<file path="config.mk">
export PLATFORM = sky130hd
export DESIGN_NAME = spi_txn_arbiter
export DESIGN_NICKNAME = d
export VERILOG_FILES = /design/src/rtl/spi_txn_arbiter.sv
export SDC_FILE = /design/constraint.sdc
export NUM_CORES = 1
export LEC_CHECK = 0
export ABC_AREA = 0
export BUFFER_PORTS_ARGS = -buffer_cell sky130_fd_sc_hd__buf_2
export CORE_MARGIN = 2
export CORE_UTILIZATION = 50
export CTS_BUF_LIST = sky130_fd_sc_hd__clkbuf_2
export CTS_CLUSTER_DIAMETER = 30
export DETAILED_ROUTE_END_ITERATION = 16
export PLACE_DENSITY = 0.81
export SYNTH_ARGS = -nofsm -noshare
export SYNTH_HDL_FRONTEND = slang
export SYNTH_SLANG_ARGS = --single-unit
</file>
<file path="constraint.sdc">
create_clock -name clk -period 5.2 [get_ports clk]
set_clock_uncertainty 0.15 [all_clocks]
set_input_delay 0.26 -clock clk [delete_from_list [all_inputs] [get_ports clk]]
set_output_delay 0.26 -clock clk [all_outputs]
set_load 0.01 [all_outputs]
</file>
<file path="src/rtl/spi_txn_arbiter.sv">
// spi_txn_arbiter
// Shares one 8-bit SPI byte driver (start pulse in, active-low enable and
// received byte out) among N_REQ requesters.
// - Picks requesters round-robin.
// - Runs the start / wait-for-busy / wait-for-done handshake with the driver.
// - Drives one active-low chip select per requester.
// - Returns the received byte, or an error flag on timeout.
//
// Ports:
//   clk, rst          system clock, synchronous active-high reset
//   req, req_data     per-requester request level and tx byte (slice i = [8i+7:8i])
//   req_ack           one-cycle pulse: request accepted, tx byte latched
//   resp_valid        one-cycle pulse per requester with resp_data / resp_err
//   cs_n              per-slave chip select, active low
//   busy              high whenever the sequencer is not idle
//   spi_start         start pulse to the driver
//   spi_tx_data       byte handed to the driver
//   spi_en_n          driver enable, low while shifting
//   spi_rx_data       byte received by the driver
module spi_txn_arbiter #(
    parameter int N_REQ        = 4,
    parameter int BUSY_TIMEOUT = 8,
    parameter int XFER_TIMEOUT = 64
) (
    input  logic                 clk,
    input  logic                 rst,
    input  logic [N_REQ-1:0]     req,
    input  logic [8*N_REQ-1:0]   req_data,
    output logic [N_REQ-1:0]     req_ack,
    output logic [N_REQ-1:0]     resp_valid,
    output logic [7:0]           resp_data,
    output logic                 resp_err,
    output logic [N_REQ-1:0]     cs_n,
    output logic                 busy,
    output logic                 spi_start,
    output logic [7:0]           spi_tx_data,
    input  logic                 spi_en_n,
    input  logic [7:0]           spi_rx_data
);

    localparam int IDX_W = $clog2(N_REQ);
    localparam int T_MAX = (XFER_TIMEOUT > BUSY_TIMEOUT) ? XFER_TIMEOUT : BUSY_TIMEOUT;
    localparam int TMR_W = $clog2(T_MAX + 1);

    localparam logic [TMR_W-1:0] BUSY_LAST = TMR_W'(BUSY_TIMEOUT - 1);
    localparam logic [TMR_W-1:0] XFER_LAST = TMR_W'(XFER_TIMEOUT - 1);
    localparam logic [N_REQ-1:0] ONE_HOT0  = {{(N_REQ-1){1'b0}}, 1'b1};
    localparam logic [N_REQ-1:0] ALL_ONES  = {N_REQ{1'b1}};
    localparam logic [N_REQ-1:0] ALL_ZEROS = {N_REQ{1'b0}};

    typedef enum logic [2:0] {
        IDLE      = 3'd0,
        START     = 3'd1,
        WAIT_BUSY = 3'd2,
        WAIT_DONE = 3'd3,
        RESP      = 3'd4,
        DRAIN     = 3'd5
    } state_t;

    state_t             state_r;
    logic [IDX_W-1:0]   grant_r;
    logic [IDX_W-1:0]   last_grant_r;
    logic [TMR_W-1:0]   timer_r;

    logic [IDX_W-1:0]   winner_s;
    logic [N_REQ-1:0]   winner_oh_s;
    logic [N_REQ-1:0]   grant_oh_s;
    logic [7:0]         tx_sel_s;

    // First set request bit strictly after 'last', wrapping around.
    function automatic logic [IDX_W-1:0] rr_pick(input logic [N_REQ-1:0] r,
                                                 input logic [IDX_W-1:0] last);
        logic [IDX_W-1:0] pick;
        logic [IDX_W-1:0] idx;
        logic             found;
        pick  = {IDX_W{1'b0}};
        found = 1'b0;
        for (int k = 1; k <= N_REQ; k++) begin
            idx = IDX_W'((int'(last) + k) % N_REQ);
            if (!found && r[idx]) begin
                found = 1'b1;
                pick  = idx;
            end else begin
                found = found;
            end
        end
        return pick;
    endfunction

    // Round-robin winner, its one-hot form, and the current grant's one-hot form.
    always_comb begin
        winner_s    = rr_pick(req, last_grant_r);
        winner_oh_s = ONE_HOT0 << winner_s;
        grant_oh_s  = ONE_HOT0 << grant_r;
    end

    // Selects the winner's tx byte.
    always_comb begin
        tx_sel_s = 8'h00;
        for (int i = 0; i < N_REQ; i++) begin
            if (winner_s == IDX_W'(i)) begin
                tx_sel_s = req_data[8*i +: 8];
            end else begin
                tx_sel_s = tx_sel_s;
            end
        end
    end

    // Sequencer FSM. Every output is registered, and the pulse outputs default to 0 each cycle.
    // On the edge that enters RESP, resp_valid/resp_data/resp_err are loaded,
    // so they are visible during the RESP cycle itself.
    always_ff @(posedge clk) begin
        if (rst) begin
            state_r      <= IDLE;
            grant_r      <= {IDX_W{1'b0}};
            last_grant_r <= IDX_W'(N_REQ - 1);
            timer_r      <= {TMR_W{1'b0}};
            req_ack      <= ALL_ZEROS;
            resp_valid   <= ALL_ZEROS;
            resp_data    <= 8'h00;
            resp_err     <= 1'b0;
            cs_n         <= ALL_ONES;
            busy         <= 1'b0;
            spi_start    <= 1'b0;
            spi_tx_data  <= 8'h00;
        end else begin
            req_ack    <= ALL_ZEROS;
            resp_valid <= ALL_ZEROS;
            spi_start  <= 1'b0;
            case (state_r)
                IDLE: begin
                    if (|req) begin
                        grant_r     <= winner_s;
                        spi_tx_data <= tx_sel_s;
                        req_ack     <= winner_oh_s;
                        busy        <= 1'b1;
                        state_r     <= START;
                    end else begin
                        state_r     <= IDLE;
                    end
                end
                START: begin
                    spi_start <= 1'b1;
                    cs_n      <= ~grant_oh_s;
                    timer_r   <= {TMR_W{1'b0}};
                    state_r   <= WAIT_BUSY;
                end
                WAIT_BUSY: begin
                    // The driver going busy takes priority over a timeout on the same cycle.
                    if (!spi_en_n) begin
                        timer_r <= {TMR_W{1'b0}};
                        state_r <= WAIT_DONE;
                    end else if (timer_r == BUSY_LAST) begin
                        resp_valid <= grant_oh_s;
                        resp_data  <= 8'h00;
                        resp_err   <= 1'b1;
                        state_r    <= RESP;
                    end else begin
                        timer_r <= timer_r + TMR_W'(1);
                    end
                end
                WAIT_DONE: begin
                    // The rx byte is valid while enable is high right after the
                    // transfer, and completion takes priority over a timeout on the same cycle.
                    if (spi_en_n) begin
                        resp_valid <= grant_oh_s;
                        resp_data  <= spi_rx_data;
                        resp_err   <= 1'b0;
                        state_r    <= RESP;
                    end else if (timer_r == XFER_LAST) begin
                        state_r <= DRAIN;
                    end else begin
                        timer_r <= timer_r + TMR_W'(1);
                    end
                end
                DRAIN: begin
                    // Keep the slave selected until the hung driver lets go.
                    if (spi_en_n) begin
                        resp_valid <= grant_oh_s;
                        resp_data  <= 8'h00;
                        resp_err   <= 1'b1;
                        state_r    <= RESP;
                    end else begin
                        state_r <= DRAIN;
                    end
                end
                RESP: begin
                    last_grant_r <= grant_r;
                    cs_n         <= ALL_ONES;
                    busy         <= 1'b0;
                    state_r      <= IDLE;
                end
                default: begin
                    cs_n    <= ALL_ONES;
                    busy    <= 1'b0;
                    state_r <= IDLE;
                end
            endcase
        end
    end

endmodule

</file>
# Word level (Yosys, flattened, before mapping)
# Index checks and enable logic that the tools add are counted.
# op_classes
n_bitwise	4
eq_ne	20
n_mux	49
shift	2
magnitude_cmp	4
n_reduce_logical	20
add_sub_neg	5
# op_table
operator	count
8-bit two-way mux	8
7-bit two-way mux	4
8-bit case mux with 3 select lines	1
7-bit case mux with 3 select lines	1
4-bit case mux with 2 select lines	2
1-bit two-way mux	15
3-bit case mux with 5 select lines	1
2-bit inequality test (second input constant)	7
2-bit by 3-bit less-than comparator with 1-bit output (second input constant)	4
3-bit two-way mux	4
4-bit two-way mux	3
4-bit OR reduction	3
3-bit inequality test (second input constant)	3
1-bit binary-select mux with 2-bit select	4
2-bit two-way mux	4
1-bit by 2-bit << shifter with 4-bit output (first input constant)	2
7-bit by 1-bit adder with 7-bit output (second input constant)	1
7-bit by 3-bit == test with 1-bit output (second input constant)	1
7-bit by 6-bit == test with 1-bit output (second input constant)	1
3-bit by 2-bit == test with 1-bit output (second input constant)	2
3-bit == test (second input constant)	2
2-bit AND reduction	3
3-bit nonzero test	2
5-bit AND reduction	1
other kinds (16)	25
# word_totals
reg_bits	45
elab_cells	116
inputBits	47
out_inout_bits	31

# Depth between registers and ports, before layout
# Gate-level depths: netlist (run 1).
# logic_depth
word_depth	18
mapped_depth	6
ltp_nobuf	6

# Worst setup path after synthesis (run 1)
# Ideal clock, no wire load.
# synth_timing
path_kind	flip-flop to flip-flop
startpoint	register timer_r[0]
endpoint	register timer_r[1]
t_arrival_ns	1.602
setup_time_ns	0.130
setup_slack_ns	3.317
path_buffers	0
required_ns	4.920
synth_period_minus_slack_ns	1.883
stages_incl_launch_ff	7
path_cell_list	dfxtp_1 ha_1 and3b_4 a311o_2 a21oi_4 mux2i_1 nor2_1
# synth_via
elab_chain_cells	4
elab_cells_between_ends	11
cone_classes	add/sub (1); eq/ne (4); mux (5); reduce/logical (1)
# synth_lines
element	line_no	text
from (decl)	63	logic [TMR_W-1:0] timer_r;
from (signal assigned)	117	timer_r <= {TMR_W{1'b0}};
from (signal assigned)	145	timer_r <= {TMR_W{1'b0}};
from (signal assigned)	151	timer_r <= {TMR_W{1'b0}};
7-bit by 1-bit adder with 7-bit output	159, 173	
7-bit two-way mux (on tied branches)	170, 153	
7-bit two-way mux (on tied branches)	165, 150	
7-bit case mux with 3 select lines	130	case (state_r)
# Parallel ways exist; a longest one is shown, timed or not. The select of a mux whose other input is x is not followed.
# A chain may end at the register's enable or synchronous reset.

# Worst setup path after layout (run 1)
# layout_timing
startpoint	register last_grant_r[1]
endpoint	register spi_tx_data[7]
# layout_via
elab_chain_cells	18
elab_cells_between_ends	33
cone_classes	add/sub (4); eq/ne (3); mux (19); reduce/logical (7)
# layout_lines
element	line_no	text
from (decl)	62	logic [IDX_W-1:0] last_grant_r;
from (signal assigned)	116	last_grant_r <= IDX_W'(N_REQ - 1);
from (signal assigned)	188	last_grant_r <= grant_r;
2-bit by 1-bit adder with 2-bit output	79	idx = IDX_W'((int'(last) + k) % N_REQ);
1-bit binary-select mux with 2-bit select	80	if (!found && r[idx]) begin
1-bit two-way mux (implied by the code)	80	
1-bit two-way mux	80	
1-bit zero test	80	
1-bit logical AND	80	
1-bit two-way mux	80	
1-bit zero test	80	
1-bit logical AND	80	
1-bit two-way mux	80	
1-bit zero test	80	
1-bit logical AND	80	
2-bit two-way mux *	80	
2-bit zero test	101	if (winner_s == IDX_W'(i)) begin
8-bit two-way mux (3 in series)	101	
8-bit two-way mux *	101	
to (signal assigned)	134	spi_tx_data <= tx_sel_s;
to (decl)	36	output logic [7:0] spi_tx_data,
# Mark *: on every way between the ends. The rest lies on a longest branch, timed or not. The select of a mux whose other input is x is not followed.

==> flow_metrics.py, run 1 <==
metrics = {
    "worst_setup_path": {
        "critPathKind": "flop to flop",
        "path_common_cell": "dlygate4sd3_1",
        "cp.arrival_ns": 3.60,
        "start_kind": "flop",
        "critPathBufInv": 2,
        "critPathMaxStageDelay_ns": 0.91,
        "cp.required_ns": 5.40,
        "cp_cell_sequence": "o211ai_1 -> o21ai_1 -> a311o_1 -> mux2i_1 -> dlygate4sd3_1 -> o221ai_1 -> dlygate4sd3_1",
        "cp-end-kind": "flop",
        "critPathSlowestCell": "a311o_1",
        "crit_family": "compound AO/OA/AOI/OAI gates",
        "worstPathMaxFanout": 21,
    },
    "clocking": {
        "cts_tree": "yes",
        "htree_levels": 2,
        "cts_buffers": 5,
        "post_cts_resized": 0,
        "clk_pin_slew_ns": 0.25,
        "cts_buffer_depth": 2,
        "post-cts-setup-buffers": 0,
        "clkLatencyLatePin_ns": 0.41,
        "root_buffer": "clkbuf_2",
        "cts_hold_buf": 33,
        "cts_sinks": 45,
    },
    "routing": {
        "vias": 2030,
        "wire_per_inst_um": 14.18,
        "drtPass1Iterations": 4,
        "routed_wl_mm": 5.346,
        "postRouteAntennaNets": 0,
        "drtIter0Drc": 106,
        "drc": 0,
        "vias_per_cell": 5.385,
    },
    "yosys": {
        "synth_top_area_cell": "dfxtp_1",
        "synth_xor_area_frac": 0.02535,
        "synthTopCellsByArea": "dfxtp_1 43%, mux2i_1 10%, nand2_1 4.5%, nor2_1 3.6%, a22o_1 3.4%",
        "synthesis.nets": 267,
        "yosysTopAreaCellShare": 0.4345,
        "syn_inst": 219,
        "synth_flop_cell": "dfxtp_1",
        "synth.yosys.seq_area_share": 0.4345,
        "ys_seq_elements": 45,
        "netlist_area_um2": 2073,
        "async_reset_ff_frac": 0,
        "synthAdderAreaFrac": 0.006035,
        "ys_types": 46,
        "synth_edf_count": 0,
        "syn_area_per_cell_um2": 9.467,
        "synthSimpleGateAreaFrac": 0.2004,
        "synth_top_family_by_area": "simple AND/OR/NAND/NOR gates",
        "synthMuxAreaShare": 0.1014,
        "yosysWarnings": 0,
        "synth_compound_area_frac": 0.1931,
    },
    "layout": {
        "multi_input_area_um2": 1091,
        "seqCellArea_um2": 900.9,
        "num_antenna_cells": 0,
        "area_growth_pct": 37.12,
        "final_layout_size_suffix_gt1_frac": 0.2936,
        "nFillCells": 295,
        "fin_util": 0.7107,
        "layout_commonest_cell": "buf_2",
        "layoutNonFillerInstCount": 377,
        "final_nets": 374,
        "final_cell_mix": "77 x buf_2, 45 x dfxtp_1, 33 x dlygate4sd3_1",
    },
    "pwr": {
        "power.density_nw_per_um2": 256.7,
        "power_leakage_nw": 1.338,
        "p_total_uw": 729.8,
        "worst_ir_drop_vdd_uv": 141.7,
    },
    "die": {
        "ios": 78,
        "start_util": 0.5183,
        "dieArea_um2": 4678,
        "die_w_um": 68.40,
        "die_y_um": 68.40,
        "core_um2": 4000,
        "row_count": 23,
    },
    "sta": {
        "max_freq_ghz": 0.2942,
        "finalHoldViolations": 0,
        "max_slew_margin": 0.2178,
        "tightest_slew_ns": 1.173,
        "fin_crit_sh": 0.6538,
        "setup-tns-final_ns": 0,
        "rsz0062_at_grt": "no",
        "setup_viol": 0,
        "whs_ns": 0.1271,
        "finalWorstPathRequiredPeriod_ns": 3.400,
        "slew_viol_final": 0,
    },
    "min_path": {
        "hold_path_class": "input port to flop",
    },
    "global_route": {
        "grt_pass1_wl_mm": 8.217,
        "grt.met2_usage": 0.4243,
        "grt_max_degree": 24,
        "first_global_vias": 1841,
        "grt_overflow": 0,
        "grt-busiest-layer": "met2",
        "gr-usage-met1": 0.2766,
        "grt_usage": 0.2360,
        "antenna_found_initial": 0,
        "grtUsageMet3": 0.04770,
    },
    "flow_run": {
        "cap_violations": 0,
    },
    "placed_design": {
        "dpl.hpwl_mm": 3.291,
        "port-buffer-count": 77,
        "dp.cells": 336,
        "gp_congestion": 0.7799,
    },
    "run_status": {
        "status": "completed",
    },
}
-- metrics by stage --
step	setup WS (ns)	instance area [um2]
floorplan	3.317	2073
global placement	2.980	2466
detailed placement	2.911	2466
CTS	1.873	2843
global route	1.586	2843
finish	1.800	2843
-- path summary, 6_finish.rpt --
path	slack, ns	to	start	cells after the start
hold / removal	0.13	resp_err	spi_en_n	3
setup reg to reg	1.80	spi_tx_data[7]	last_grant_r[1]	7
hold reg to reg	0.36	resp_data[1]	resp_data[1]	1
setup / recovery	1.80	spi_tx_data[7]	last_grant_r[1]	7
-- cell type report --
cell class	count	share of cell area
Timing Repair Buffer	110	0.2518
Clock inverter	3	0.007482
Tap cell	50	0.02201
Inverter	7	0.009243
Multi-Input combinational cell	157	0.3838
Sequential cell	45	0.3169
Clock buffer	5	0.008803
-- power by group --
group / internal (mW) / switching (mW)
clock network: 0.0341 / 0.119
logic: 0.0951 / 0.0872
registers: 0.370 / 0.0248
total: 0.499 / 0.231
-- cells by family after synthesis --
family                   Yosys count
AO/OA/AOI/OAI                     49
XOR/XNOR                           6
adder cells (fa/ha/maj)            1
buffers and inverters             17
flip-flops                        45
multiplexers                      21
AND/OR/NAND/NOR                   80
-- cell usage after synthesis, drive strengths merged, types with 3 or more instances --
cell type  instances
o221ai             9
xnor2              5
nor2b              6
nor3               5
a22o               8
nand2b             4
dfxtp             45
a21oi              8
nor2              20
clkbuf             3
nand2             25
inv                7
buf                7
o21ai              4
mux2i             21
o31ai              4
nand3              7
a211oi             4
-- worst reg2reg max path, delay by kind of cell, from the launching register on --
family          cells  cell delay [ns]
compound gates      4             1.23
buf+inv             2             1.16
mux                 1             0.30
flops               1             0.50
-- registers in the layout, indices dropped and copies added (netlist names) --
signal / flops
resp_data: 8
last_grant_r: 2
state_r: 3
resp_valid: 4
spi_start: 1
busy: 1
req_ack: 4
timer_r: 7
cs_n: 4
grant_r: 2
resp_err: 1
spi_tx_data: 8
-- per-layer routing --
layer	vias up	routed length (um)	part of all wire
li1	1001	-	-
met1	956	2270	0.42
met2	67	2797	0.52
met3	6	229	0.043
met4	0	49	0.0092
met5	-	0	0
Power figures use the tool's default switching activity.
==> inputs of run 2 (changes only) <==
clock period = 3.5 ns   (was 5.2 ns; I/O delays follow)
==> run 2 against run 1 <==
Effect of this change: clock-buffer cell count stayed put; register-to-register slack worse by 1.4 ns; die area stayed put; global-route usage is 0.29 points higher; sequential power is 48% higher; final area is 1.0% higher; largest cell class unchanged; largest power group unchanged.
==> flow_metrics.py, run 2 (same netlist as run 1, synthesis figures left out) <==
metrics = {
    "run_status": {
        "status": "completed",
    },
    "clocking": {
        "cts_tree": "yes",
        "cts_sinks": 45,
        "cts_buffers": 5,
        "post-cts-setup-buffers": 0,
        "root_buffer": "clkbuf_2",
        "htree_levels": 2,
        "cts_buffer_depth": 2,
        "clkLatencyLatePin_ns": 0.40,
        "clk_pin_slew_ns": 0.22,
    },
    "layout": {
        "layoutNonFillerInstCount": 378,
        "postLayoutCellArea_um2": 2872,
        "layout_commonest_cell": "buf_2",
        "fin_util": 0.7179,
        "area_growth_pct": 38.50,
        "final_nets": 375,
        "top_regs": "resp_data (8), spi_tx_data (8), timer_r (7)",
        "final_layout_size_suffix_gt1_frac": 0.2957,
        "final_cell_mix": "77 x buf_2, 45 x dfxtp_1, 33 x dlygate4sd3_1",
        "num_antenna_cells": 0,
    },
    "sta": {
        "fin_crit_sh": 0.8868,
        "max_freq_ghz": 0.3222,
        "finalWorstPathRequiredPeriod_ns": 3.104,
        "max_slew_margin": 0.3524,
        "setup_viol": 0,
        "slew_viol_final": 0,
        "finalHoldViolations": 0,
        "setup-tns-final_ns": 0,
        "rsz0062_at_grt": "no",
        "tightest_slew_ns": 0.9701,
    },
    "worst_setup_path": {
        "cp.arrival_ns": 3.27,
        "critPathMaxStageDelay_ns": 0.63,
        "cp-end-kind": "flop",
        "r2r_slack_ns": 0.40,
        "critPathSlowestCell": "dlygate4sd3_1",
        "worstPathMaxFanout": 17,
        "start_kind": "flop",
        "cp_cell_sequence": "o211ai_1 -> o21ai_1 -> a311o_2 -> mux2i_1 -> dlygate4sd3_1 -> o221ai_1 -> dlygate4sd3_1",
        "path_common_cell": "dlygate4sd3_1",
        "cp.required_ns": 3.67,
        "critPathKind": "flop to flop",
    },
    "pwr": {
        "power_leakage_nw": 1.350,
        "p_clk_frac": 0.248,
        "seq_power_share": 0.513,
        "p_total_mw": 1.142,
        "combPwrFrac": 0.239,
        "power_switching_uw": 332.2,
        "switching_share": 0.2909,
        "intPower_uw": 809.5,
        "worst_ir_drop_vdd_uv": 259.3,
        "power.density_nw_per_um2": 397.6,
    },
    "global_route": {
        "grt_usage": 0.2389,
        "grt_max_degree": 24,
        "grt_overflow": 0,
        "first_global_vias": 1878,
        "grt_pass1_wl_mm": 8.335,
        "antenna_found_initial": 0,
    },
    "placed_design": {
        "place_area_um2": 2474,
        "port-buffer-count": 77,
        "gp_congestion": 0.7459,
        "dpl.hpwl_mm": 3.217,
        "dp.cells": 337,
    },
    "flow_run": {
        "cap_violations": 0,
    },
    "min_path": {
        "hold_path_class": "input port to flop",
    },
    "routing": {
        "wire_per_inst_um": 14.17,
        "vias": 2046,
        "postRouteAntennaNets": 0,
        "drc": 0,
        "drtIter0Drc": 125,
        "vias_per_cell": 5.413,
        "drtPass1Iterations": 4,
        "routed_wl_mm": 5.356,
    },
    "die": {
        "die_y_um": 68.40,
        "dieArea_um2": 4678,
        "die_w_um": 68.40,
        "start_util": 0.5183,
        "ios": 78,
        "core_um2": 4000,
        "row_count": 23,
    },
}
-- run 2: cell count changes in the layout (fill, tap and decap cells not counted) --
cell and change:
a311o_1 -1, bufinv_16 +1, clkinv_2 -1, buf_4 +1, a311o_2 +1, inv_6 -1, clkinv_1 +1
-- run 2: layer usage --
metal  GRT usage  vias up  part of all wire
met5           0        -                 0
met4      0.1075        0             0.034
met3     0.05592       18             0.047
met2      0.4255       74              0.51
met1      0.2669      944              0.41
li1            -     1010                 -
-- run 2: power by group through the flow --
stage                     clock network (mW)  registers (mW)  logic, mW
after floorplan                            0           0.593      0.147
after detailed placement                   0           0.594      0.221
after global placement                     0           0.594      0.216
after CTS                              0.292           0.584      0.266
final                                  0.283           0.586      0.273
after global routing                   0.310           0.592      0.299
-- run 2: cell type report --
type | count | area, um2
well taps | 50 | 62.56
inverters | 7 | 26.28
fillers | 326 | 1129
clock buffers | 5 | 25.02
clock inverters | 3 | 41.29
repair buffers | 111 | 723.2
flip-flops and latches | 45 | 900.9
multi-input cells | 157 | 1092
-- run 2: repair_timing --
| action | 4_1_cts | 5_1_grt |
|---|---|---|
| hold buffers | 33 | 0 |
| setup endpoints to repair | 0 | 8 |
| hold endpoints to repair | 21 | 0 |
| resized for setup | 0 | 1 |
-- run 2: final timing paths --
kind                            depth (start not counted)             end            start
worst max-delay path                                    7  spi_tx_data[2]  last_grant_r[1]
worst min-delay path                                    3        resp_err         spi_en_n
worst max register to register                          7  spi_tx_data[2]  last_grant_r[1]
worst min register to register                          1    resp_data[0]     resp_data[0]
-- run 2: through the flow --
step / setup slack (ns) / hold WS (ns)
after floorplan: 1.617 / 0.1507
final: 0.3964 / 0.02270
after global routing: 0.2339 / 0.008675
after detailed placement: 1.208 / 0.2390
after global placement: 1.300 / 0.2422
after CTS: 0.2148 / 0.006515
-- run 2: critical path, delay by kind of cell (launching register included) --
family                 cells  cell delay, ns
muxes                      1            0.32
buffers and inverters      2            1.21
AOI/OAI and AO/OA          4            0.84
DFF                        1            0.50
==> inputs of run 3 (changes only) <==
BUFFER_PORTS_ARGS = -buffer_cell sky130_fd_sc_hd__clkbuf_2   (was -buffer_cell sky130_fd_sc_hd__buf_2)
SKIP_CTS_REPAIR_TIMING = 1   (was default)
==> run 3 against run 2 <==
Effect of this change: final area is 0.96% lower; core utilization is 0.69 points lower; worst hold slack better by 0.021 ns; register-to-register slack worse by 0.33 ns; critical endpoint unchanged.
==> flow_metrics.py, run 3 (same netlist as run 1, synthesis figures left out) <==
metrics = {
    "worst_setup_path": {
        "cp-end-kind": "flop",
        "cp.arrival_ns": 3.58,
        "critPathMaxStageDelay_ns": 0.83,
        "critPathKind": "flop to flop",
        "worstPathMaxFanout": 17,
        "start_kind": "flop",
        "critPathSlowestCell": "a311o_1",
        "cp.required_ns": 3.64,
        "r2r_cells": 7,
        "cp-startpoint": "last_grant_r[1]",
        "path_common_cell": "dlygate4sd3_1",
        "cp_cell_sequence": "o211ai_1 -> o21ai_1 -> a311o_1 -> mux2i_1 -> dlygate4sd3_1 -> o221ai_1 -> dlygate4sd3_1",
        "r2r_start": "last_grant_r[1]",
    },
    "routing": {
        "wire_per_inst_um": 14.43,
        "vias": 2036,
        "drc": 0,
        "drtPass1Iterations": 4,
        "vias_per_cell": 5.386,
        "postRouteAntennaNets": 0,
        "drtIter0Drc": 115,
        "routed_wl_mm": 5.454,
    },
    "clocking": {
        "cts_buffer_depth": 2,
        "root_buffer": "clkbuf_2",
        "htree_levels": 2,
        "cts_sinks": 45,
        "cts_buffers": 5,
        "clk_pin_slew_ns": 0.22,
        "clkLatencyLatePin_ns": 0.40,
        "cts_tree": "yes",
    },
    "sta": {
        "setup-tns-final_ns": 0,
        "slew_viol_final": 0,
        "setup_viol": 0,
        "max_slew_margin": 0.2956,
        "tightest_slew_ns": 1.057,
        "max_freq_ghz": 0.2913,
        "fin_crit_sh": 0.9808,
        "finalHoldViolations": 0,
        "finalWorstPathRequiredPeriod_ns": 3.433,
    },
    "layout": {
        "layoutNonFillerInstCount": 378,
        "postLayoutCellArea_um2": 2844,
        "multi_input_area_um2": 1091,
        "final_nets": 375,
        "top_regs": "resp_data (8), spi_tx_data (8), timer_r (7)",
        "area_growth_pct": 37.18,
        "final_cell_mix": "83 x clkbuf_2, 45 x dfxtp_1, 33 x dlygate4sd3_1",
        "fin_util": 0.7110,
        "nFillCells": 322,
        "seqCellArea_um2": 900.9,
        "layout_commonest_cell": "clkbuf_2",
        "num_antenna_cells": 0,
        "final_layout_size_suffix_gt1_frac": 0.2957,
    },
    "min_path": {
        "min_from": "spi_en_n",
        "hold_path_class": "input port to flop",
        "hold_path_depth": 3,
    },
    "pwr": {
        "worst_ir_drop_vdd_uv": 240.0,
        "p_clk_frac": 0.197,
        "p_total_mw": 1.073,
        "power_switching_uw": 331.5,
        "switching_share": 0.3090,
        "power.density_nw_per_um2": 377.2,
        "seq_power_share": 0.548,
        "intPower_uw": 741.3,
        "power_leakage_nw": 1.340,
        "combPwrFrac": 0.255,
    },
    "run_status": {
        "status": "completed",
    },
    "global_route": {
        "grt_usage": 0.1997,
        "antenna_found_initial": 0,
        "grt_max_degree": 24,
        "grt_pass1_wl_mm": 7.031,
        "grt_overflow": 0,
        "first_global_vias": 1630,
    },
    "die": {
        "dieArea_um2": 4678,
        "ios": 78,
        "row_count": 23,
        "core_um2": 4000,
        "start_util": 0.5183,
        "die_y_um": 68.40,
        "die_w_um": 68.40,
    },
    "flow_run": {
        "cap_violations": 0,
    },
    "placed_design": {
        "dp.cells": 337,
        "port-buffer-count": 77,
        "gp_congestion": 0.7580,
        "place_area_um2": 2474,
        "dpl.hpwl_mm": 3.385,
    },
}
## run 3: changes by cell type in the layout (fill, tap and decap cells not counted)
cell / delta
clkinv_1: -1
a311o_1: +1
a311o_2: -1
bufinv_16: -1
clkinv_2: +2
clkinvlp_4: -1
buf_2: -77
clkbuf_2: +78
## run 3: critical path: cells and delay by family (launching register included)
kind	cells	cell delay [ns]
flip-flops	1	0.49
multiplexers	1	0.27
AO/OA/AOI/OAI	4	1.18
buffers and inverters	2	1.23
## run 3: final timing paths
path | end | slack (ns)
hold reg to reg | resp_data[5] | 0.36
setup / recovery | spi_tx_data[2] | 0.07
setup reg to reg | spi_tx_data[2] | 0.07
hold / removal | resp_err | 0.04
## run 3: layout make-up
| cell class | instances | share of cell area |
|---|---|---|
| clock buffers | 6 | 0.01056 |
| clock inverters | 2 | 0.003520 |
| inverters | 7 | 0.009239 |
| multi-input cells | 157 | 0.3836 |
| flip-flops and latches | 45 | 0.3168 |
| well taps | 50 | 0.02200 |
| repair buffers | 111 | 0.2543 |
## run 3: per-layer routing
layer | global-route usage | wire length [um]
met1 | 0.2326 | 2225
met2 | 0.3413 | 2853
met5 | 0 | 0
met3 | 0.05592 | 234
met4 | 0.08250 | 142
## run 3: per-stage QoR
step | setup WS, ns | hold slack (ns)
after global placement | 1.297 | 0.2440
final | 0.06731 | 0.04367
after global routing | -0.1106 | 0.03622
after CTS | 1.149 | -0.2010
after detailed placement | 1.219 | 0.2468
after floorplan | 1.617 | 0.1507
## run 3: power groups by stage
stage	Sequential, mW	Combinational (mW)	Clock, mW
floorplan	0.593	0.147	0
global placement	0.595	0.216	0
detailed placement	0.595	0.221	0
CTS	0.585	0.221	0.219
global route	0.594	0.301	0.243
finish	0.588	0.274	0.212
